### config.mk
export PLATFORM = sky130hd
export DESIGN_NAME = dcache_refill_ctrl_flat
export DESIGN_NICKNAME = d
export VERILOG_FILES = /design/src/rtl/dcache_refill_ctrl_if.sv /design/src/rtl/dcache_refill_ctrl.sv /design/src/flat_wrapper.sv
export SDC_FILE = /design/constraint.sdc
export NUM_CORES = 1
export LEC_CHECK = 0
export BUFFER_PORTS_ARGS = -buffer_cell sky130_fd_sc_hd__clkbuf_2
export CELL_PAD_IN_SITES_DETAIL_PLACEMENT = 1
export CELL_PAD_IN_SITES_GLOBAL_PLACEMENT = 2
export CORE_ASPECT_RATIO = 1.5
export CORE_MARGIN = 2
export CORE_UTILIZATION = 33
export DETAILED_ROUTE_END_ITERATION = 10
export GPL_ROUTABILITY_DRIVEN = 0
export GPL_TIMING_DRIVEN = 0
export PLACE_DENSITY_LB_ADDON = 0.1
export SLEW_MARGIN = 20
export SYNTH_ARGS = -nofsm -noshare
export SYNTH_HDL_FRONTEND = slang
export SYNTH_SLANG_ARGS = --single-unit
### constraint.sdc
create_clock -name clk -period 2.07 [get_ports clk]
set_clock_uncertainty 0.05 [all_clocks]
set_input_delay 0.1035 -clock clk [delete_from_list [all_inputs] [get_ports clk]]
set_output_delay 0.1035 -clock clk [all_outputs]
set_load 0.03 [all_outputs]
### src/rtl/dcache_refill_ctrl_if.sv
// Miss, memory-read and cache-fill signals of the data-cache refill engine.
// The controller takes the master modport; the LSU, memory and cache take the slave side.
interface dcache_refill_ctrl_if #(
  parameter int BLOCK_SIZE = 128
);
  logic                  miss_valid;
  logic                  miss_ready;
  logic [31:0]           miss_addr;
  logic                  miss_is_store;
  logic [31:0]           miss_store_data;
  logic                  mem_req_valid;
  logic                  mem_req_ready;
  logic [31:0]           mem_req_addr;
  logic                  mem_resp_valid;
  logic [31:0]           mem_resp_data;
  logic                  cache_w_en;
  logic                  cache_is_repair;
  logic [31:0]           cache_w_addr;
  logic [31:0]           cache_w_data;
  logic [BLOCK_SIZE-1:0] cache_repair_data;
  logic                  busy;
  logic                  done;

  modport master (
    input  miss_valid, miss_addr, miss_is_store, miss_store_data,
    input  mem_req_ready, mem_resp_valid, mem_resp_data,
    output miss_ready, mem_req_valid, mem_req_addr,
    output cache_w_en, cache_is_repair, cache_w_addr, cache_w_data, cache_repair_data,
    output busy, done
  );

  modport slave (
    output miss_valid, miss_addr, miss_is_store, miss_store_data,
    output mem_req_ready, mem_resp_valid, mem_resp_data,
    input  miss_ready, mem_req_valid, mem_req_addr,
    input  cache_w_en, cache_is_repair, cache_w_addr, cache_w_data, cache_repair_data,
    input  busy, done
  );
endinterface

### src/rtl/dcache_refill_ctrl.sv
// Single-miss refill engine: fetches a block word by word, fills the cache, replays store misses.
// Load miss done_o after 2*WORDS+2 cycles minimum (+1 for stores); stalls freely on mem ready/resp.
module dcache_refill_ctrl #(
  parameter int BLOCK_SIZE = 128
) (
  input logic                 clk,
  input logic                 rst_n,
  dcache_refill_ctrl_if.master bus
);
  localparam int WORDS    = BLOCK_SIZE / 32;
  localparam int OFF_BITS = $clog2(WORDS);
  localparam logic [OFF_BITS-1:0] LAST = OFF_BITS'(WORDS - 1);

  typedef enum logic [2:0] {IDLE, REQ, RESP, FILL, STORE, DONE} state_t;

  typedef struct packed {
    logic [31:0] addr;
    logic        is_store;
    logic [31:0] data;
  } miss_t;

  state_t                state;
  miss_t                 miss_q;
  logic [OFF_BITS-1:0]   cnt;
  logic [OFF_BITS-1:0]   cnt_inc;
  logic [BLOCK_SIZE-1:0] blk;
  logic [BLOCK_SIZE-1:0] blk_next;

  assign cnt_inc = cnt + OFF_BITS'(1);

  // Block with the incoming word merged, so the last word can go straight into the fill.
  always_comb begin
    blk_next = blk;
    blk_next[32*cnt +: 32] = bus.mem_resp_data;
  end

  always_ff @(posedge clk or negedge rst_n) begin
    if (!rst_n) begin
      state                 <= IDLE;
      miss_q                <= '0;
      cnt                   <= '0;
      blk                   <= '0;
      bus.miss_ready        <= 1'b1;
      bus.mem_req_valid     <= 1'b0;
      bus.mem_req_addr      <= '0;
      bus.cache_w_en        <= 1'b0;
      bus.cache_is_repair   <= 1'b0;
      bus.cache_w_addr      <= '0;
      bus.cache_w_data      <= '0;
      bus.cache_repair_data <= '0;
      bus.busy              <= 1'b0;
      bus.done              <= 1'b0;
    end else begin
      bus.done              <= 1'b0;
      bus.cache_w_en        <= 1'b0;
      bus.cache_is_repair   <= 1'b0;
      bus.cache_w_addr      <= '0;
      bus.cache_w_data      <= '0;
      bus.cache_repair_data <= '0;
      case (state)
        IDLE: begin
          if (bus.miss_valid && bus.miss_ready) begin
            miss_q            <= '{addr: bus.miss_addr, is_store: bus.miss_is_store,
                                   data: bus.miss_store_data};
            cnt               <= '0;
            state             <= REQ;
            bus.miss_ready    <= 1'b0;
            bus.busy          <= 1'b1;
            bus.mem_req_valid <= 1'b1;
            bus.mem_req_addr  <= {bus.miss_addr[31:OFF_BITS+2], {OFF_BITS{1'b0}}, 2'b00};
          end
        end
        REQ: begin
          if (bus.mem_req_ready) begin
            bus.mem_req_valid <= 1'b0;
            state             <= RESP;
          end
        end
        RESP: begin
          if (bus.mem_resp_valid) begin
            blk <= blk_next;
            if (cnt == LAST) begin
              state                 <= FILL;
              bus.cache_w_en        <= 1'b1;
              bus.cache_is_repair   <= 1'b1;
              bus.cache_w_addr      <= miss_q.addr;
              bus.cache_repair_data <= blk_next;
            end else begin
              cnt               <= cnt_inc;
              state             <= REQ;
              bus.mem_req_valid <= 1'b1;
              bus.mem_req_addr  <= {miss_q.addr[31:OFF_BITS+2], cnt_inc, 2'b00};
            end
          end
        end
        FILL: begin
          if (miss_q.is_store) begin
            state            <= STORE;
            bus.cache_w_en   <= 1'b1;
            bus.cache_w_addr <= miss_q.addr;
            bus.cache_w_data <= miss_q.data;
          end else begin
            state    <= DONE;
            bus.done <= 1'b1;
          end
        end
        STORE: begin
          state    <= DONE;
          bus.done <= 1'b1;
        end
        DONE: begin
          state          <= IDLE;
          bus.busy       <= 1'b0;
          bus.miss_ready <= 1'b1;
        end
        default: state <= IDLE;
      endcase
    end
  end
endmodule

### src/flat_wrapper.sv
// flat-port wrapper written by rule: the top's interface ports become plain ports
module dcache_refill_ctrl_flat 
#(
  parameter int BLOCK_SIZE = 128
)
  (clk, rst_n, bus_miss_valid, bus_miss_addr, bus_miss_is_store, bus_miss_store_data, bus_mem_req_ready, bus_mem_resp_valid, bus_mem_resp_data, bus_miss_ready, bus_mem_req_valid, bus_mem_req_addr, bus_cache_w_en, bus_cache_is_repair, bus_cache_w_addr, bus_cache_w_data, bus_cache_repair_data, bus_busy, bus_done);
  dcache_refill_ctrl_if #(.BLOCK_SIZE(BLOCK_SIZE)) bus_i ();
  input logic clk;
  input logic rst_n;
  input wire logic [$bits(bus_i.miss_valid)-1:0] bus_miss_valid;
  input wire logic [$bits(bus_i.miss_addr)-1:0] bus_miss_addr;
  input wire logic [$bits(bus_i.miss_is_store)-1:0] bus_miss_is_store;
  input wire logic [$bits(bus_i.miss_store_data)-1:0] bus_miss_store_data;
  input wire logic [$bits(bus_i.mem_req_ready)-1:0] bus_mem_req_ready;
  input wire logic [$bits(bus_i.mem_resp_valid)-1:0] bus_mem_resp_valid;
  input wire logic [$bits(bus_i.mem_resp_data)-1:0] bus_mem_resp_data;
  output wire logic [$bits(bus_i.miss_ready)-1:0] bus_miss_ready;
  output wire logic [$bits(bus_i.mem_req_valid)-1:0] bus_mem_req_valid;
  output wire logic [$bits(bus_i.mem_req_addr)-1:0] bus_mem_req_addr;
  output wire logic [$bits(bus_i.cache_w_en)-1:0] bus_cache_w_en;
  output wire logic [$bits(bus_i.cache_is_repair)-1:0] bus_cache_is_repair;
  output wire logic [$bits(bus_i.cache_w_addr)-1:0] bus_cache_w_addr;
  output wire logic [$bits(bus_i.cache_w_data)-1:0] bus_cache_w_data;
  output wire logic [$bits(bus_i.cache_repair_data)-1:0] bus_cache_repair_data;
  output wire logic [$bits(bus_i.busy)-1:0] bus_busy;
  output wire logic [$bits(bus_i.done)-1:0] bus_done;
  assign bus_i.miss_valid = bus_miss_valid;
  assign bus_i.miss_addr = bus_miss_addr;
  assign bus_i.miss_is_store = bus_miss_is_store;
  assign bus_i.miss_store_data = bus_miss_store_data;
  assign bus_i.mem_req_ready = bus_mem_req_ready;
  assign bus_i.mem_resp_valid = bus_mem_resp_valid;
  assign bus_i.mem_resp_data = bus_mem_resp_data;
  assign bus_miss_ready = bus_i.miss_ready;
  assign bus_mem_req_valid = bus_i.mem_req_valid;
  assign bus_mem_req_addr = bus_i.mem_req_addr;
  assign bus_cache_w_en = bus_i.cache_w_en;
  assign bus_cache_is_repair = bus_i.cache_is_repair;
  assign bus_cache_w_addr = bus_i.cache_w_addr;
  assign bus_cache_w_data = bus_i.cache_w_data;
  assign bus_cache_repair_data = bus_i.cache_repair_data;
  assign bus_busy = bus_i.busy;
  assign bus_done = bus_i.done;
  dcache_refill_ctrl #(.BLOCK_SIZE(BLOCK_SIZE)) u_core (.clk(clk), .rst_n(rst_n), .bus(bus_i));
endmodule
=== Yosys cells after proc, flatten, opt, wreduce, memory -nomap -nowiden ===
Index checks and enable logic that the tools add are counted.

* Add/subtract/negate cells: 2
* Equality and inequality tests: 10
* Shifts and indexed selects: 2
* Mux-type cells: 39
* Reductions and logical operators: 11

{| class="wikitable"
|+ Operator list
! kind !! number
|-
| $mux W128 || 3
|-
| $mux W32 || 8
|-
| $bwmux W128 || 1
|-
| $pmux W32 S2 || 2
|-
| $shift A32 B34 Y128 const A || 1
|-
| $shiftx A32 B34 Y128 || 1
|-
| $neg A7 Y34 || 1
|-
| $pmux W3 S5 || 1
|-
| $mux W1 || 11
|-
| $mux W3 || 3
|-
| $mux W2 || 4
|-
| $pmux W1 S2 || 4
|-
| $eq A3 B2 Y1 const B || 2
|-
| $eq A3 B3 Y1 const B || 2
|-
| $ne A2 B2 Y1 const B || 3
|-
| $reduce_and A2 Y1 || 3
|-
| $reduce_and A5 Y1 || 1
|-
| $pmux W2 S2 || 1
|-
| $reduce_and A4 Y1 || 1
|-
| $reduce_bool A2 Y1 || 2
|-
| $eq A3 B1 Y1 const B || 1
|-
| $logic_not A3 Y1 || 1
|-
| $pmux W1 S3 || 1
|-
| $reduce_and A3 Y1 || 1
|-
| 5 further kinds || 5
|}

* Flip-flop bits (word level): 428
* Output and inout port bits: 230

=== Depth between registers and ports, before layout ===
Gate-level depths: netlist (run 1).

* Depth in word-level cells: 6
* Mapped depth: 9

=== Least setup slack after synthesis (run 1) ===
Ideal clock, no wire load.

* Path type: reg2reg
* Start point: reg u_core.cnt[0]
* End point: reg u_core.bus.cache_repair_data[112]
* Setup time: 0.083 ns
* Arrival time: 2.268 ns
* Setup slack: -0.330 ns
* Stages on the path, launching flop included: 8
* Buffers on the path: 2
* Period minus slack after synthesis: 2.400 ns
* Path through: dfrtp_1 inv_1 ha_1 or3b_4 or3_1 buf_6 buf_12 nor3b_2

* Longest elaborated chain between the ends: 6
* Elaborated cells between the ends (all ways): 8
* Classes of those cells: add/sub (1); eq/ne (1); shift (2); mux (4)

{| class="wikitable"
|+ RTL lines
! element !! line !! source
|-
| start, declared || dcache_refill_ctrl.sv:24 || <nowiki>logic [OFF_BITS-1:0] cnt;</nowiki>
|-
| start signal, assigned || dcache_refill_ctrl.sv:89 || <nowiki>cnt <= cnt_inc;</nowiki>
|-
| $neg A7 Y34 || dcache_refill_ctrl.sv:34 || <nowiki>blk_next[32*cnt +: 32] = bus.mem_resp_data;</nowiki>
|-
| $shiftx A32 B34 Y128 or $shift A32 B34 Y128 (tied branches) || dcache_refill_ctrl.sv:34 ||
|-
| $bwmux W128 || dcache_refill_ctrl.sv:34 ||
|-
| $mux W128 (*) || dcache_refill_ctrl.sv:82 || <nowiki>if (cnt == LAST) begin</nowiki>
|-
| $mux W128 (*) || dcache_refill_ctrl.sv:80 || <nowiki>if (bus.mem_resp_valid) begin</nowiki>
|-
| $mux W128 (*) || dcache_refill_ctrl.sv:60 || <nowiki>case (state)</nowiki>
|-
| end signal, assigned || dcache_refill_ctrl.sv:87 || <nowiki>bus.cache_repair_data <= blk_next;</nowiki>
|-
| end, declared || dcache_refill_ctrl_if.sv:28 || <nowiki>output cache_w_en, cache_is_repair, cache_w_addr, cache_w_data, cache_repair_data,</nowiki>
|}

Mark *: on every way between the ends. The rest lies on a longest branch, timed or not.
A chain may end at the register's enable or synchronous reset.

=== Worst setup path in the final report (run 1) ===
* Start point: reg u_core.cnt[0]
* End point: reg u_core.bus.cache_repair_data[123]

Same word-level chain as after synthesis.

==> impl_metrics.yaml, run 1 <==
run_status:
  status: "completed"
drt:
  wl_um: 46200
  vias: 10802
  routedWlPerCell_um: 20.7
  drt-initial-drc-count: 462
  viasPerCell: 4.84
  dr.pass1.iters: 4
  drc: 0
  ant_nets: 0
floorplanning:
  die_y_um: 267
  initial_core_util_pct: 33.3
  dieWidth_um: 179
  boundaryPins: 332
  rows: 96
  core_um2: 45600
  die-area_um2: 47800
synthesis:
  synth-edff-count: 0
  syn_area_per_cell_um2: 13.2
  async_reset_ff_share_pct: 100
  synth_area_um2: 15200
  synth_seq_cells: 392
  synth_cell_types: 48
  ys_seq_area_share_pct: 64.6
  ys_warn_count: 0
  yosys-top-cells-area: "dfrtp_1, mux2_2, a22o_1, and2_1, a21oi_1"
  synth_ff_type: "dfrtp_1"
  synth_top_area_share_pct: 64.4
  synth_cells: 1150
  synth_top_cell_by_area: "dfrtp_1"
setup_path:
  crit_end: "u_core.bus.cache_repair_data[123]"
  reg2reg_setup_slack_ns: 0.02
  critPathTopFamily: "simple AND/OR/NAND/NOR gates"
  crit_slowest_cell: "dfrtp_2"
  critical_path.startpoint: "u_core.cnt[0]"
  rr_endpoint: "u_core.bus.cache_repair_data[123]"
  worstSetupPathType: "reg2reg"
  r2r_start: "u_core.cnt[0]"
  path_max_fanout: 10
  crit_required_ns: 2.47
  crit_path_end_kind: "register"
  cp.depth: 6
  path_buf_inv: 2
  cp.arrival_ns: 2.45
  path_cells: "inv_4 -> ha_4 -> or3b_4 -> or3_4 -> buf_12 -> nor3b_2"
  cp-start-kind: "register"
  ff2ff_path_depth: 6
  slowest_delay_ns: 0.45
min_path:
  hold_class: "in2reg"
clock_network:
  cts_tree: "done"
  cts.sinks: 392
  cts_root_buffer: "clkbuf_16"
  insertion_delay_ns: 0.55
  cts_made_buffers: 41
  clkTransAtPathRegs_ns: 0.06
  htreeDepth: 2
  cts_buffer_depth: 3
timing:
  period_needed_ns: 2.05
  setup_viol: 0
  relSlewSlack_pct: 54.3
  rsz0062_at_grt: "true"
  tns_ns: 0
  fmax_ghz: 0.488
  maxSlewViolCount: 0
  fin_ws_ns: 0.0209
  hold_viol_final: 0
  timing.final.crit_share_pct: 99.0
  worst_slew_pin_slew_ns: 0.685
global_route:
  groute.usage.overall_pct: 19.5
  globalRouteMet1Util_pct: 22.4
  grtUsageMet3_pct: 4.57
  antenna_found_initial: 1
  grt_max_degree: 90
  grt_pass1_wl_um: 70900
  grt_pass1_vias: 11788
  grt.busiest_layer: "met2"
  grt_remaining_overflow: 0
  use_met2_pct: 35.1
placed_design:
  port_buffers: 303
  pre_cts_slack_ns: -0.585
  hpwl_um: 32500
final_layout:
  final_cell_mix: "dfrtp_1, clkbuf_2, mux2_2"
  finalNetCount: 1718
  final_common_cell: "dfrtp_1"
  syn2layout_area_growth_pct: 34.1
  layout-drive-gt1-share_pct: 38.4
power_and_ir_drop:
  ir_worst_vdd_v: 0.000803
  power_density_nw_per_um2: 1190
  p_leak_nw: 9.94
flow_run:
  max_cap_violations: 0
## metrics by stage
stage	instances	utilization, %	hold WS, ns	total power [W]	area (um^2)
finish	2233	44.6	0.0693	0.0242	20400
global route	2233	44.6	0.0932	0.0255	20400
global placement	2042	38.3	0.287	0.0160	17500
detailed placement	2047	38.6	-0.0407	0.0162	17600
floorplan	1151	-	-0.242	0.0141	15200
CTS	2230	44.4	0.0446	0.0245	20200
## cell type report
type                       instances  area [um^2]
antenna                            1         2.50
buffer                           111          634
clock buffer                      59         1210
clock inverter                    17          201
fill                            4889        25300
inverter                           8         35.0
multi-input combinational        632         4920
sequential                       392         9810
tap                              588          736
timing repair buffer             425         2820
## flip-flops by register name (all words and copies together) (netlist names)
register	flops
u_core.bus.cache_w_data	32
u_core.bus.busy	1
u_core.bus.miss_ready	1
u_core.miss_q	65
u_core.state	3
u_core.bus.done	1
u_core.bus.cache_is_repair	1
u_core.bus.mem_req_valid	1
u_core.bus.cache_w_en	1
u_core.blk	96
u_core.bus.mem_req_addr	29
u_core.bus.cache_w_addr	32
u_core.cnt	1
u_core.bus.cache_repair_data	128
## tightest hold or removal path: stages
cell	delay (ns)
clkbuf_2	0.17
inv_1	0.07
o211ai_1	0.18
a21oi_1	0.08
## Yosys cell counts (all sizes together) (8+ instances only)
| master | instances |
|---|---|
| a22o | 90 |
| nand2b | 32 |
| nor2b | 34 |
| nand3 | 32 |
| a32oi | 32 |
| nand2 | 12 |
| mux2 | 121 |
| nor2 | 65 |
| and2 | 81 |
| nor3b | 18 |
| dfrtp | 391 |
| a21oi | 65 |
| inv | 8 |
| clkbuf | 39 |
| buf | 80 |
## repair_timing
| item | CTS | global route |
|---|---|---|
| buffers inserted | 14 | 2 |
| hold buffers | 101 | 0 |
| resized for setup | 52 | 38 |
| hold endpoints to repair | 440 | 0 |
| gates cloned | 0 | 0 |
| pin swaps | 3 | 3 |
| setup endpoints to repair | 294 | 214 |
## metal layers
| metal | share of wire [%] | up-vias |
|---|---|---|
| met4 | 3.4 | 0 |
| met5 | 0 | - |
| met3 | 6.1 | 77 |
| met2 | 52 | 307 |
| li1 | - | 4880 |
| met1 | 38 | 5538 |
## power by group
| part | internal [W] | switching (W) | total [W] |
|---|---|---|---|
| logic | 0.00286 | 0.00370 | 0.00656 |
| clock network | 0.00457 | 0.00315 | 0.00772 |
| registers | 0.00911 | 0.000781 | 0.00990 |
| total | 0.0165 | 0.00763 | 0.0242 |
## how the worst min path moves through the flow
stage / cells after the start / to / startpoint
floorplan: 0 / u_core.blk[0] / rst_n
global placement: 2 / u_core.miss_q[32] / bus_miss_is_store
detailed placement: 1 / u_core.bus.cache_is_repair / rst_n
CTS: 4 / u_core.state[1] / bus_mem_resp_valid
global route: 3 / u_core.bus.cache_w_data[1] / rst_n
finish: 4 / u_core.state[1] / bus_mem_resp_valid
## logic make-up (layout without fill, tap and decap cells)
kind of cell    Yosys count  after routing  synth area share, %
flops                   392            392                 64.6
mux                     124            124                 9.25
compound gates          202            202                 9.92
other cells               1              3               0.0247
buf+inv                 127            620                 3.88
simple gates            299            299                 11.9
fa+ha+maj                 5              5                0.412
(Power assumes the default switching activity.)
==> inputs of run 2 (changes only) <==
- CORE_MARGIN: 2 -> unset
- GPL_TIMING_DRIVEN: 0 -> unset
==> impl_metrics.yaml, run 2 (synthesis gave the netlist of run 1 again) <==
drt:
  dr.pass1.iters: 4
  vias: 10669
  drt-initial-drc-count: 430
  viasPerCell: 4.90
  drc: 0
  wl_um: 44500
  routedWlPerCell_um: 20.5
  ant_nets: 0
global_route:
  antenna_found_initial: 1
  grt_pass1_wl_um: 69200
  grt_remaining_overflow: 0
  grt_max_degree: 60
  grt_pass1_vias: 11714
  groute.usage.overall_pct: 19.2
timing:
  relSlewSlack_pct: 65.2
  maxSlewViolCount: 0
  hold_viol_final: 0
  setup_viol: 0
  period_needed_ns: 2.03
  whs_ns: 0.0488
  worst_slew_pin_slew_ns: 0.522
  fmax_ghz: 0.493
  timing.final.crit_share_pct: 98.0
  rsz0062_at_grt: "true"
power_and_ir_drop:
  power_density_nw_per_um2: 1160
  p_leak_nw: 9.84
  ir_worst_vdd_v: 0.000842
floorplanning:
  core_um2: 45000
  boundaryPins: 332
  die_y_um: 265
  dieWidth_um: 177
  initial_core_util_pct: 33.7
  die-area_um2: 46900
  rows: 95
clock_network:
  insertion_delay_ns: 0.55
  cts_root_buffer: "clkbuf_16"
  htreeDepth: 2
  cts_buffer_depth: 3
  cts.sinks: 392
  cts_made_buffers: 40
  clkTransAtPathRegs_ns: 0.07
  cts_tree: "done"
placed_design:
  hpwl_um: 29700
  placed_cell_area_um2: 17800
  port_buffers: 329
setup_path:
  r2r_start: "u_core.bus.mem_req_addr[3]"
  worstSetupPathType: "reg2reg"
  path_max_fanout: 8
  cp-start-kind: "register"
  crit_required_ns: 2.48
  crit_path_end_kind: "register"
  critical_path.startpoint: "u_core.bus.mem_req_addr[3]"
  cp.arrival_ns: 2.43
final_layout:
  final_common_cell: "dfrtp_1"
  final_cell_area_um2: 20100
  largest_reg_flops: 128
  finalNetCount: 1672
  final_cell_mix: "dfrtp_1, clkbuf_2, mux2_2"
  reg.largest.list: "u_core.bus.cache_repair_data (128), u_core.blk (96), u_core.miss_q (65)"
  layout-drive-gt1-share_pct: 38.0
  regMostFlops: "u_core.bus.cache_repair_data"
  syn2layout_area_growth_pct: 32.3
min_path:
  hold_class: "in2async"
flow_run:
  max_cap_violations: 0
run_status:
  status: "completed"
==> run 2: cell types whose count changed in the layout (fill, tap and decap cells not counted), sizes merged <==
cell      delta
clkinv       -2
inv          +1
bufinv       -3
clkinvlp     -5
buf         -31
clkbuf      -11
==> run 2: routing by layer <==
layer	GRT usage [%]	part of all wire, %	vias up
met5	0	0	-
met4	6.97	3.2	0
met2	33.9	52	275
met1	22.5	39	5542
li1	-	-	4787
met3	4.52	6.0	65
==> run 2: report_power, final <==
group	leakage [nW]	switching, W	internal [W]
sequential	5.36	0.000849	0.00912
clock	0.615	0.00300	0.00403
combinational	3.87	0.00348	0.00278
total	9.84	0.00732	0.0159
==> run 2: final timing paths <==
check	endpoint	slack (ns)	cells past startpoint
setup / recovery	u_core.bus.cache_repair_data[96]	0.04	6
hold / removal	u_core.bus.cache_is_repair	0.05	2
setup reg to reg	u_core.bus.cache_repair_data[96]	0.04	6
hold reg to reg	u_core.bus.cache_w_data[31]	0.42	1
max in group asynchronous	u_core.bus.cache_repair_data[42]	1.16	3
min in group clk	u_core.state[1]	0.05	4
==> run 2: layout make-up <==
class | count | area, um^2
timing repair buffer | 491 | 3370
clock inverter | 8 | 72.6
antenna | 1 | 2.50
sequential | 392 | 9810
multi-input combinational | 632 | 4890
tap | 582 | 728
fill | 4778 | 25000
inverter | 8 | 35.0
clock buffer | 62 | 1170
==> run 2: worst max-delay path, cell delays in order (launching register included) <==
cell and delay (ns):
dfrtp_2 0.44, inv_4 0.10, ha_4 0.22, or3b_4 0.37, or3_4 0.38, clkbuf_16 0.20
nor3b_2 0.17
==> run 2: timing repair <==
item,CTS,global route
endpoints found under the setup margin,34,84
cloned,0,1
setup buffers,0,3
hold buffers,100,0
pin swaps,0,2
resized for setup,2,6
endpoints found under the hold margin,709,0
==> run 2: through the flow <==
step	setup slack [ns]	cells	utilization (%)	total power, W	setup TNS, ns
detailed placement	-0.0511	2001	39.4	0.0162	-1.38
floorplan	-0.0427	1151	-	0.0141	-0.427
CTS	0.0167	2171	44.4	0.0236	0
global route	-0.0406	2176	44.6	0.0245	-0.138
finish	0.0424	2176	44.6	0.0233	0
global placement	0.0148	2001	39.4	0.0160	0
==> inputs of run 3 (changes only) <==
--- a/config.mk
+++ b/config.mk
@@ -6,9 +6,10 @@
 export NUM_CORES = 1
 export LEC_CHECK = 0
+export ABC_AREA = 1
 export BUFFER_PORTS_ARGS = -buffer_cell sky130_fd_sc_hd__clkbuf_2
 export CELL_PAD_IN_SITES_DETAIL_PLACEMENT = 1
 export CELL_PAD_IN_SITES_GLOBAL_PLACEMENT = 2
 export CORE_ASPECT_RATIO = 1.5
-export CORE_UTILIZATION = 33
+export CORE_UTILIZATION = 29
 export DETAILED_ROUTE_END_ITERATION = 10
 export GPL_ROUTABILITY_DRIVEN = 0
--- a/constraint.sdc
+++ b/constraint.sdc
@@ -3,3 +3,3 @@
 set_input_delay 0.1035 -clock clk [delete_from_list [all_inputs] [get_ports clk]]
 set_output_delay 0.1035 -clock clk [all_outputs]
-set_load 0.03 [all_outputs]
+set_load 0.005 [all_outputs]
==> impl_metrics.yaml, run 3 <==
run_status:
  status: "completed"
global_route:
  grt_pass1_wl_um: 84400
  grt_max_degree: 65
  grt_remaining_overflow: 0
  groute.usage.overall_pct: 20.4
  antenna_found_initial: 1
  grt_pass1_vias: 14444
clock_network:
  cts_made_buffers: 43
  insertion_delay_ns: 0.57
  htreeDepth: 2
  cts_tree: "done"
  post-cts-setup-buffers: 0
  cts_root_buffer: "clkbuf_16"
  cts.sinks: 392
  cts_buffer_depth: 3
  clkTransAtPathRegs_ns: 0.06
setup_path:
  slowest_delay_ns: 0.38
  crit_slowest_cell: "dfrtp_1"
  ff2ff_path_depth: 9
  crit_end: "u_core.bus.cache_repair_data[16]"
  worstSetupPathType: "reg2reg"
  critPathTopFamily: "buffers and inverters"
  cp.depth: 9
  r2r_start: "u_core.bus.mem_req_addr[3]"
  critical_path.startpoint: "u_core.bus.mem_req_addr[3]"
  path_buf_inv: 3
  cp-start-kind: "register"
  rr_endpoint: "u_core.bus.cache_repair_data[16]"
  cp.arrival_ns: 2.36
  crit_path_end_kind: "register"
  reg2reg_setup_slack_ns: 0.14
  path_max_fanout: 16
  crit_required_ns: 2.50
  path_cells: "inv_1 -> ha_4 -> buf_4 -> nor2_4 -> clkbuf_16 -> nand3_1 -> o21ai_0 -> nand2_1 -> nor2_1"
final_layout:
  final_cell_mix: "nand2_1, dfrtp_1, clkbuf_2"
  finish.utilization_pct: 39.2
  final_common_cell: "nand2_1"
  layout-drive-gt1-share_pct: 21.8
  regMostFlops: "u_core.bus.cache_repair_data"
  syn2layout_area_growth_pct: 33.5
  finalNonFillerCells: 2852
  finalNetCount: 2248
  reg.largest.list: "u_core.bus.cache_repair_data (128), u_core.blk (96), u_core.miss_q (65)"
  antennaDiodeCount: 0
  largest_reg_flops: 128
synthesis:
  synth-edff-count: 0
  synth_top_area_share_pct: 63.5
  synth_seq_cells: 392
  synth_top_cell_by_area: "dfrtp_1"
  synth_cell_types: 21
  synth_area_um2: 15400
  synth_ff_type: "dfrtp_1"
  syn_area_per_cell_um2: 9.02
  ys_warn_count: 0
  synth_cells: 1709
  ys_seq_area_share_pct: 63.6
  async_reset_ff_share_pct: 100
  synth.most_common_cell: "nand2_1"
  synth_commonest_cells: "nand2_1, dfrtp_1, o21ai_0"
  yosys-top-cells-area: "dfrtp_1, nand2_1, o21ai_0, nor2_1, nand3_1"
drt:
  routedWlPerCell_um: 18.9
  wl_um: 54000
  drc: 0
  drt-initial-drc-count: 446
  vias: 13123
  dr.pass1.iters: 5
  viasPerCell: 4.60
  ant_nets: 0
power_and_ir_drop:
  combPwrFrac_pct: 32.7
  intPower_w: 0.0173
  p_leak_nw: 10.9
  power_density_nw_per_um2: 1320
  clkPwrFrac_pct: 28.8
  switching_power_w: 0.00984
  ir_worst_vdd_v: 0.000672
  pwr-share-seq_pct: 38.5
  switching_share_pct: 36.3
placed_design:
  hpwl_um: 36800
  place_inst: 2677
  port_buffers: 329
floorplanning:
  die-area_um2: 54100
  dieWidth_um: 190
  die_y_um: 284
  core_um2: 52600
  rows: 103
  boundaryPins: 332
  initial_core_util_pct: 29.3
timing:
  fmax_ghz: 0.519
  rsz0062_at_grt: "false"
  timing.final.crit_share_pct: 93.1
  tns_ns: 0
  maxSlewViolCount: 0
  hold_viol_final: 0
  period_needed_ns: 1.93
  relSlewSlack_pct: 56.8
  setup_viol: 0
  worst_slew_pin_slew_ns: 0.647
min_path:
  hold_class: "in2reg"
flow_run:
  max_cap_violations: 0
## run 3: what timing repair did
item | 4_1_cts | 5_1_grt
setup endpoints to repair | 0 | 1
resized for setup | 0 | 3
hold endpoints to repair | 617 | 0
hold buffers | 99 | 0
## run 3: cell type report
class / instances / area, um^2
tap: 682 / 853
sequential: 392 / 9810
inverter: 113 / 425
multi-input combinational: 1099 / 4730
fill: 6156 / 32000
clock buffer: 61 / 1260
timing repair buffer: 492 / 3360
clock inverter: 13 / 150
## run 3: how the worst min path moves through the flow
stage	to	start	slack, ns	depth (start not counted)
finish	u_core.bus.cache_repair_data[8]	bus_mem_resp_data[8]	0.02	5
global route	u_core.bus.cache_repair_data[72]	bus_mem_resp_data[8]	0.03	5
CTS	u_core.bus.cache_repair_data[111]	rst_n	0.001	2
detailed placement	u_core.bus.cache_repair_data[69]	rst_n	0.03	1
global placement	u_core.bus.cache_repair_data[69]	rst_n	0.02	1
floorplan	u_core.blk[0]	rst_n	-0.24	0
## run 3: routing by layer
metal | vias to the layer above | global-route usage [%] | routed length (um)
li1 | 6172 | - | -
met1 | 6538 | 23.3 | 21300
met2 | 311 | 35.9 | 27200
met3 | 100 | 4.83 | 3030
met4 | 2 | 9.00 | 2390
met5 | - | 0 | 13
## run 3: kinds of logic (layout without fill, tap and decap cells)
group           after synthesis  in the layout  synth area share [%]
simple gates                890            890                  23.4
other cells                   1              2                0.0243
fa+ha+maj                     5              5                 0.406
flops                       392            392                  63.6
buf+inv                     219            679                  5.92
compound gates              202            202                  6.65
## run 3: worst reg2reg max path, stage by stage, from the launching register on
cell and delay (ns):
dfrtp_1 0.38, inv_1 0.14, ha_4 0.23, buf_4 0.15, nor2_4 0.26, clkbuf_16 0.26, nand3_1 0.09, o21ai_0 0.08
nand2_1 0.08, nor2_1 0.12
## run 3: stage by stage
| step | hold slack (ns) | instance area, um^2 | total power [W] | setup WS (ns) |
|---|---|---|---|---|
| 2_1_floorplan | -0.242 | 15400 | 0.0157 | 0.196 |
| 3_3_place_gp | 0.0204 | 18100 | 0.0188 | 0.214 |
| 3_5_place_dp | 0.0260 | 18100 | 0.0192 | 0.178 |
| 4_1_cts | 0.00106 | 20500 | 0.0274 | 0.124 |
| 5_1_grt | 0.0268 | 20600 | 0.0292 | 0.0143 |
| 6_report | 0.0211 | 20600 | 0.0271 | 0.143 |
## run 3: power by group through the flow
stage                     clock, W  combinational, W  sequential [W]
final                      0.00781           0.00888          0.0104
after floorplan                  0           0.00533          0.0104
after global routing       0.00835            0.0102          0.0107
after global placement           0           0.00834          0.0105
after detailed placement         0           0.00860          0.0106
after CTS                  0.00813           0.00879          0.0105
